`config.mk`:
```
export PLATFORM = sky130hd
export DESIGN_NAME = pc_packer_rr
export DESIGN_NICKNAME = d
export VERILOG_FILES = /design/src/rtl/pc_packer_pkg.sv /design/src/rtl/pc_skid_fifo2.sv /design/src/rtl/pc_packer_rr.sv
export SDC_FILE = /design/constraint.sdc
export NUM_CORES = 1
export LEC_CHECK = 0
export ABC_AREA = 1
export CAP_MARGIN = 30
export CORE_UTILIZATION = 49
export DETAILED_ROUTE_END_ITERATION = 12
export GPL_TIMING_DRIVEN = 0
export PLACE_DENSITY = 0.86
export SYNTH_ARGS = -nofsm -noshare
export SYNTH_HDL_FRONTEND = slang
export SYNTH_SLANG_ARGS = --single-unit
```
`constraint.sdc`:
```
create_clock -name clk -period 5.5 [get_ports clk]
set_clock_uncertainty 0.05 [all_clocks]
set_input_delay 1.1 -clock clk [delete_from_list [all_inputs] [get_ports clk]]
set_output_delay 1.1 -clock clk [all_outputs]
set_load 0.02 [all_outputs]
```
`src/rtl/pc_packer_pkg.sv`:
```
// pc_packer_pkg: shared field widths, go-home route and arbiter state for the PC uplink packer
package pc_packer_pkg;
  localparam int NPC_CODE_W = 7;
  localparam int NPC_DATA_W = 20;
  localparam int NPC_ROUTE_W = 5;
  localparam logic [NPC_ROUTE_W-1:0] GO_HOME_RT_DEF = '0;
  typedef enum logic {IDLE, LOCKED} arb_state_e;
  function automatic int pc_word_w(int route, int code, int data);
    return route + code + data;
  endfunction
endpackage

```
`src/rtl/pc_skid_fifo2.sv`:
```
// pc_skid_fifo2: two-entry output buffer with push/pop/count
module pc_skid_fifo2 #(
  parameter int W = 32
) (
  input  logic         clk,
  input  logic         reset,
  input  logic         push,
  input  logic         pop,
  input  logic [W-1:0] din,
  output logic [W-1:0] dout,
  output logic [1:0]   count
);
  logic [W-1:0] r_mem [2];
  logic         r_wp, r_rp;
  logic [1:0]   r_cnt;
  logic         w_push, w_pop;
  assign w_push = push && r_cnt != 2'd2;
  assign w_pop  = pop && r_cnt != 2'd0;
  assign dout   = r_mem[r_rp];
  assign count  = r_cnt;
  // storage, pointers and occupancy; a full buffer refuses writes even while draining
  always_ff @(posedge clk) begin
    if (reset) begin
      r_mem <= '{default: '0};
      r_wp  <= 1'b0;
      r_rp  <= 1'b0;
      r_cnt <= 2'd0;
    end else begin
      if (w_push) begin
        r_mem[r_wp] <= din;
        r_wp        <= ~r_wp;
      end
      if (w_pop) r_rp <= ~r_rp;
      r_cnt <= r_cnt + 2'(w_push) - 2'(w_pop);
    end
  end
endmodule

```
`src/rtl/pc_packer_rr.sv`:
```
// pc_packer_rr: packs N input streams and merges them round-robin, packet-atomic, into one PC channel
module pc_packer_rr
  import pc_packer_pkg::*;
#(
  parameter int NIN = 3,
  parameter int NPCcode = NPC_CODE_W,
  parameter int NPCdata = NPC_DATA_W,
  parameter int NPCroute = NPC_ROUTE_W,
  parameter logic [NPCroute-1:0] GO_HOME_RT = GO_HOME_RT_DEF,
  parameter logic [NIN-1:0] ROUTE_EN = '0
) (
  input  logic                                   clk,
  input  logic                                   reset,
  input  logic [NIN*NPCroute-1:0]                in_route,
  input  logic [NIN*NPCcode-1:0]                 in_code,
  input  logic [NIN*NPCdata-1:0]                 in_payload,
  input  logic [NIN-1:0]                         in_last,
  input  logic [NIN-1:0]                         in_v,
  output logic [NIN-1:0]                         in_a,
  output logic [NPCroute+NPCcode+NPCdata-1:0]    out_d,
  output logic                                   out_v,
  input  logic                                   out_a,
  output logic [(NIN > 1 ? $clog2(NIN) : 1)-1:0] lock_idx,
  output logic                                   locked
);
  localparam int W = pc_word_w(NPCroute, NPCcode, NPCdata);
  localparam int IW = NIN > 1 ? $clog2(NIN) : 1;
  function automatic logic [IW-1:0] wrap_add(logic [IW-1:0] a, int b);
    int s;
    s = int'(a) + b;
    return IW'(s >= NIN ? s - NIN : s);
  endfunction
  arb_state_e    r_state;
  logic [IW-1:0] r_ptr, r_lock_idx, r_pend_idx;
  logic          r_pend;
  logic [W-1:0]  w_word [NIN];
  logic [IW-1:0] w_srch_idx, w_gnt_idx;
  logic          w_srch_v, w_pend_ok, w_gnt_v, w_xfer;
  logic [NIN-1:0] w_gnt;
  logic [1:0]    w_count;
  for (genvar i = 0; i < NIN; i++) begin : g_pack
    assign w_word[i] = {ROUTE_EN[i] ? in_route[i*NPCroute +: NPCroute] : GO_HOME_RT,
                        in_code[i*NPCcode +: NPCcode], in_payload[i*NPCdata +: NPCdata]};
  end
  // first valid input at or after ptr, wrapping; scanned downward so the nearest one wins
  always_comb begin
    w_srch_idx = '0;
    w_srch_v   = 1'b0;
    for (int k = NIN - 1; k >= 0; k--) begin
      if (in_v[wrap_add(r_ptr, k)]) begin
        w_srch_v   = 1'b1;
        w_srch_idx = wrap_add(r_ptr, k);
      end
    end
  end
  // an offered-but-stalled grant is held so a newly valid input cannot steal it
  assign w_pend_ok = r_pend && in_v[r_pend_idx];
  assign w_gnt_idx = r_state == LOCKED ? r_lock_idx : w_pend_ok ? r_pend_idx : w_srch_idx;
  assign w_gnt_v   = r_state == LOCKED || w_pend_ok || w_srch_v;
  assign w_gnt     = w_gnt_v ? NIN'(1) << w_gnt_idx : '0;
  assign in_a      = (reset || w_count == 2'd2) ? '0 : w_gnt;
  assign w_xfer    = |(in_v & in_a);
  assign out_v     = w_count != 2'd0;
  assign locked    = r_state == LOCKED;
  assign lock_idx  = r_lock_idx;
  // arbiter: single-word packets advance the pointer, multi-word packets lock the source until last
  always_ff @(posedge clk) begin
    if (reset) begin
      r_state    <= IDLE;
      r_ptr      <= '0;
      r_lock_idx <= '0;
      r_pend     <= 1'b0;
      r_pend_idx <= '0;
    end else begin
      r_pend     <= r_state == IDLE && w_gnt_v && !w_xfer;
      r_pend_idx <= w_gnt_idx;
      if (w_xfer) begin
        if (in_last[w_gnt_idx]) begin
          r_state <= IDLE;
          r_ptr   <= wrap_add(w_gnt_idx, 1);
        end else begin
          r_state    <= LOCKED;
          r_lock_idx <= w_gnt_idx;
        end
      end
    end
  end
  pc_skid_fifo2 #(.W(W)) u_fifo (
    .clk(clk),
    .reset(reset),
    .push(w_xfer),
    .pop(out_v && out_a),
    .din(w_word[w_gnt_idx]),
    .dout(out_d),
    .count(w_count)
  );
endmodule
```
==> summary.md <==
| Metric | Value |
|---|---|
| Status | `finished, final reports clean` |
| Max Root-Sink Buffers | `2` |
| Non-Filler Instances | `919` |
| GRT Residual Overflow | `0` |
| F_max | `0.207 GHz` |
| # clock sinks | `66` |
| Antenna violations before repair | `0` |
| IO Count | `144` |
| Total leakage power | `2.75 nW` |
| Total track usage | `0.283` |
| Worst-Margin Slew | `0.571 ns` |
| Crit. Startpoint | `in_v[1]` |
| Worst-path clk slew | `0.07 ns` |
| Vias in the first global route | `4,396` |
| DRT iter0 DRCs | `281` |
| DR vias/cell | `4.99` |
| Worst Path Arrival | `3.67 ns` |
| # nets final | `924` |
| Total power | `3.22 mW` |
| Final Util | `0.709` |
| Worst hold path type | `flop to flop` |
| Core Footprint | `0.00777 mm^2` |
| Slew Limit Fails | `0` |
| First-pass GRT wire length | `19,100 um` |
| Die W | `91.8 um` |
| Area Growth Syn to Fin | `39.5%` |
| Setup violations, final | `0` |
| Setup Fix Bufs, Post-CTS | `0` |
| Clk Latency, worst-skew pair | `0.34 ns` |
| GP Congestion | `0.860` |
| Final period util | `0.877` |
| PwrDens | `585 mW/mm^2` |
| Die Ht | `91.8 um` |
| Gr busiest metal | `met2` |
| R2r startpoint | `r_ptr[0]` |
| Setup CP Type | `input pin to output port` |
| Cell variety after synth | `26` |
| CTS tree | `built` |
| CP Launch Type | `input pin` |
| Crit end category | `output port` |
| # resized after CTS | `0` |
| DR pass1 iterations | `5` |
| Seq/Total Area, Yosys | `0.334` |
| CTS hold repair buffers | `0` |
| Worst Path Required | `4.35 ns` |
| CP Max Fanout | `6` |
| Layout cells sized above 1 | `0.0636` |
| Initial Util | `0.509` |
| Drt drc | `0` |
| Cells after synthesis | `674` |
| #FFs+latches synth | `66` |
| Most common cell after layout, fill and taps aside | `nand2_1` |
| Root Driver | `clkbuf_8` |
| VDD IR max | `269 uV` |
| DIE AREA | `0.00843 mm^2` |
| Via count | `4,584` |
| IO Port Bufs | `123` |
| Fin crit period | `4.82 ns` |
| Max-cap violation count | `0` |
| Placed Cells | `903` |
| DP HPWL | `8590 um` |
| FP Rows | `32` |
| Largest net degree at the start of global routing | `12` |
| Met3 Resource Use GR | `0.0564` |
| Mapped cell area | `0.00395 mm^2` |
| Fin Setup TNS | `0 ns` |
| Routed wire per std cell | `12.6 um` |
| Fin area | `0.00551 mm^2` |
| GR Util met1 | `0.323` |
| Routed WL | `11,600 um` |
| Antenna viol nets, final | `0` |
| Ys Warns | `0` |
| Total clock buffers created by CTS | `9` |
| Hold path start | `u_fifo.count[1]` |
| Most frequent cells in the layout | `nand2_1, nor2_1, clkdlybuf4s50_1, inv_1, dfxtp_1` |
| M2 GR Usage | `0.516` |
| Setup slack after layout | `0.678 ns` |
| Worst rel slew slack | `0.619` |
| Diodes inserted | `0` |
| Htree depth | `3` |
| Final hold vios | `0` |
| Final Hold Slack | `0.425 ns` |
| Avg Inst Size Synth | `5.86 um^2` |
| Pre-CTS setup slack | `0.702 ns` |
| Post-Place Cell Area | `0.00533 mm^2` |
| RSZ-0062 raised after global routing | `false` |
==> flip-flops by register name, summed over array words and instances (netlist names) <==
signal	flops
u_fifo.r_rp	1
u_fifo.count	2
r_ptr	2
locked	1
u_fifo.r_wp	1
r_pend_idx	2
lock_idx	2
u_fifo.r_mem	54
r_pend	1
==> final timing paths <==
kind | endpoint | slack, ns | cells past startpoint
hold reg to reg | u_fifo.count[1] | 0.42 | 1
setup / recovery | in_a[2] | 0.68 | 11
setup reg to reg | u_fifo.count[1] | 2.09 | 19
hold / removal | u_fifo.count[1] | 0.42 | 1
==> layout make-up <==
type | count | area, um^2
buffer | 34 | 204
clock buffer | 10 | 128
clock inverter | 6 | 57.6
fill | 646 | 2260
inverter | 86 | 323
multi-input combinational | 492 | 2120
sequential | 66 | 1320
tap | 102 | 128
timing repair buffer | 123 | 1230
==> metal layers <==
metal	up-vias	wire, um
met3	22	845
met4	0	216
li1	2296	-
met2	191	5860
met1	2075	4650
met5	-	0
==> power by group <==
part / internal (mW) / switching [mW]
sequential: 0.629 / 0.0649
combinational: 0.750 / 1.38
clock: 0.206 / 0.192
total: 1.59 / 1.64
==> logic make-up (layout without fill, tap and decap cells) <==
| group | count (synthesis) | in the layout | share of synthesized area |
|---|---|---|---|
| simple gates | 434 | 434 | 0.447 |
| buf+inv | 120 | 259 | 0.133 |
| flops | 66 | 66 | 0.334 |
| compound gates | 45 | 45 | 0.0602 |
| fa+ha+maj | 7 | 7 | 0.0222 |
| other cells | 1 | 5 | 0.000949 |
| xor+xnor | 1 | 1 | 0.00222 |
==> critical path, cell delays in order <==
cell and delay [ns]:
clkdlybuf4s50_1 0.61, inv_2 0.07, a21boi_2 0.16, nand3_2 0.12, o21ai_1 0.14, inv_1 0.07
a21oi_1 0.40, ha_1 0.26, inv_1 0.04, nor2_1 0.09, clkdlybuf4s50_1 0.60
==> synthesized netlist by cell type, drive strengths merged <==
master | n | area [um^2]
a21boi | 2 | 22.5
conb | 1 | 3.75
buf | 22 | 159
a21oi | 8 | 40.0
nor2 | 128 | 507
ha | 7 | 87.6
nor3 | 2 | 10.0
nand4 | 4 | 25.0
nand2 | 252 | 973
clkbuf | 12 | 45.0
xor2 | 1 | 8.76
nand3 | 48 | 250
o21ai | 35 | 175
inv | 86 | 323
dfxtp | 66 | 1320
No activity file was read; power rests on OpenSTA's default activity.
==> variant, RTL diff (same flow settings) <==
Add an input register stage for `in_route`, `in_code`, `in_payload`, `in_last`, `in_v` and `out_a`, cleared by the reset; this delays them by one clock.
--- a/src/rtl/pc_packer_rr.sv
+++ b/src/rtl/pc_packer_rr.sv
@@ -26,4 +26,30 @@
   localparam int W = pc_word_w(NPCroute, NPCcode, NPCdata);
   localparam int IW = NIN > 1 ? $clog2(NIN) : 1;
+
+  logic [NIN*NPCroute-1:0] in_route_q;
+  logic [NIN*NPCcode-1:0] in_code_q;
+  logic [NIN*NPCdata-1:0] in_payload_q;
+  logic [NIN-1:0] in_last_q;
+  logic [NIN-1:0] in_v_q;
+  logic out_a_q;
+
+  always_ff @(posedge clk) begin
+    if (reset) begin
+      in_route_q   <= '0;
+      in_code_q    <= '0;
+      in_payload_q <= '0;
+      in_last_q    <= '0;
+      in_v_q       <= '0;
+      out_a_q      <= '0;
+    end else begin
+      in_route_q   <= in_route;
+      in_code_q    <= in_code;
+      in_payload_q <= in_payload;
+      in_last_q    <= in_last;
+      in_v_q       <= in_v;
+      out_a_q      <= out_a;
+    end
+  end
+
   function automatic logic [IW-1:0] wrap_add(logic [IW-1:0] a, int b);
     int s;
@@ -40,6 +66,6 @@
   logic [1:0]    w_count;
   for (genvar i = 0; i < NIN; i++) begin : g_pack
-    assign w_word[i] = {ROUTE_EN[i] ? in_route[i*NPCroute +: NPCroute] : GO_HOME_RT,
-                        in_code[i*NPCcode +: NPCcode], in_payload[i*NPCdata +: NPCdata]};
+    assign w_word[i] = {ROUTE_EN[i] ? in_route_q[i*NPCroute +: NPCroute] : GO_HOME_RT,
+                        in_code_q[i*NPCcode +: NPCcode], in_payload_q[i*NPCdata +: NPCdata]};
   end
   // first valid input at or after ptr, wrapping; scanned downward so the nearest one wins
@@ -48,5 +74,5 @@
     w_srch_v   = 1'b0;
     for (int k = NIN - 1; k >= 0; k--) begin
-      if (in_v[wrap_add(r_ptr, k)]) begin
+      if (in_v_q[wrap_add(r_ptr, k)]) begin
         w_srch_v   = 1'b1;
         w_srch_idx = wrap_add(r_ptr, k);
@@ -55,10 +81,10 @@
   end
   // an offered-but-stalled grant is held so a newly valid input cannot steal it
-  assign w_pend_ok = r_pend && in_v[r_pend_idx];
+  assign w_pend_ok = r_pend && in_v_q[r_pend_idx];
   assign w_gnt_idx = r_state == LOCKED ? r_lock_idx : w_pend_ok ? r_pend_idx : w_srch_idx;
   assign w_gnt_v   = r_state == LOCKED || w_pend_ok || w_srch_v;
   assign w_gnt     = w_gnt_v ? NIN'(1) << w_gnt_idx : '0;
   assign in_a      = (reset || w_count == 2'd2) ? '0 : w_gnt;
-  assign w_xfer    = |(in_v & in_a);
+  assign w_xfer    = |(in_v_q & in_a);
   assign out_v     = w_count != 2'd0;
   assign locked    = r_state == LOCKED;
@@ -76,5 +102,5 @@
       r_pend_idx <= w_gnt_idx;
       if (w_xfer) begin
-        if (in_last[w_gnt_idx]) begin
+        if (in_last_q[w_gnt_idx]) begin
           r_state <= IDLE;
           r_ptr   <= wrap_add(w_gnt_idx, 1);
@@ -90,5 +116,5 @@
     .reset(reset),
     .push(w_xfer),
-    .pop(out_v && out_a),
+    .pop(out_v && out_a_q),
     .din(w_word[w_gnt_idx]),
     .dout(out_d),
Behaviour: not the same (Yosys sat finds a counterexample within 4 cycles, from zero or initial values and one cycle with reset high).
==> variant against the original RTL <==
- worst setup slack gained 0.44 ns
- power grew 7.8%
- sequential cell count grew 88
- final area grew 53%
- routed wire length grew 36%
- synthesized area grew 63%
- clock power grew to 2.6 times the old value
- global-route usage shrank 3.8 points
- critical path type is now flop to output port
- largest cell class is now registers
==> variant: results (changes against the original RTL) <==
| Metric | Value |
|---|---|
| Status | completed (unchanged) |
| Total Power | 0.00348 W (was 0.00322 W) |
| Routed vias | 5909 (was 4584) |
| Area after DPL | 7900 um2 (was 5330 um2) |
| GRT Util Overall | 0.244 (was 0.283) |
| Cells after synthesis | 952 (was 674) |
| Commonest cells in the netlist | 254 x nand2_1, 214 x nor2_1, 171 x inv_1 (was 247 x nand2_1, 125 x nor2_1, 82 x inv_1) |
| Routed vias/inst | 4.61 (was 4.99) |
| Worst EP arrival | 3.23 ns (was 3.67 ns) |
| WL final | 15.7 mm (was 11.6 mm) |
| Placed wire-length estimate | 10.9 mm (was 8.59 mm) |
| Synth area leaders | dfxtp_1 48%, nand2_1 15%, nor2_1 12% (was dfxtp_1 33%, nand2_1 23%, nor2_1 12%) |
| Xor/xnor share of the synthesized area | 0.00136 (was 0.00222) |
| Vias in the first global route | 5543 (was 4396) |
| Post-Synth Adder-Cell Area | 0.0136 (was 0.0222) |
| Largest net degree at the start of global routing | 17 (was 12) |
| Leak Pwr | 4.33 nW (was 2.75 nW) |
| Slew margin rel. | 0.559 (was 0.619) |
| CTS Root Cell | clkbuf_16 (was clkbuf_8) |
| Final nets | 1210 (was 924) |
| Post-synthesis sequential area ratio | 0.479 (was 0.334) |
| VDD IR max | 0.000209 V (was 0.000269 V) |
| Compound-Gate Fraction of Synth Area | 0.0336 (was 0.0602) |
| Latest clock arrival within the worst-skew pair | 0.41 ns (was 0.34 ns) |
| First-pass GRT wire length | 25.4 mm (was 19.1 mm) |
| Placed insts | 1251 (was 903) |
| Num CTS Buffers | 17 (was 9) |
[variant: per-layer routing]
metal,share of wire,GRT usage,vias to the layer above
li1,-,-,3049
met1,0.43,0.296,2646
met2,0.48,0.420,186
met3,0.062,0.0550,28
met4,0.024,0.0987,0
met5,0,0,-
[variant: area by class of cell]
type	count	area, um2	area share
Sequential cell	154	3080	0.366
Multi-Input combinational cell	584	2460	0.293
Timing Repair Buffer	123	1230	0.146
Inverter	174	653	0.0776
Clock buffer	20	447	0.0530
Buffer	44	253	0.0300
Tap cell	172	215	0.0256
Clock inverter	11	76.3	0.00906
[variant: final timing paths]
kind	start	endpoint	slack, ns	cells after the start
worst max-delay path	r_ptr[0]	in_a[2]	1.12	13
worst min-delay path	u_fifo.count[1]	u_fifo.count[1]	0.41	1
worst max register to register	r_ptr[0]	u_fifo.count[1]	2.18	19
worst min register to register	u_fifo.count[1]	u_fifo.count[1]	0.41	1
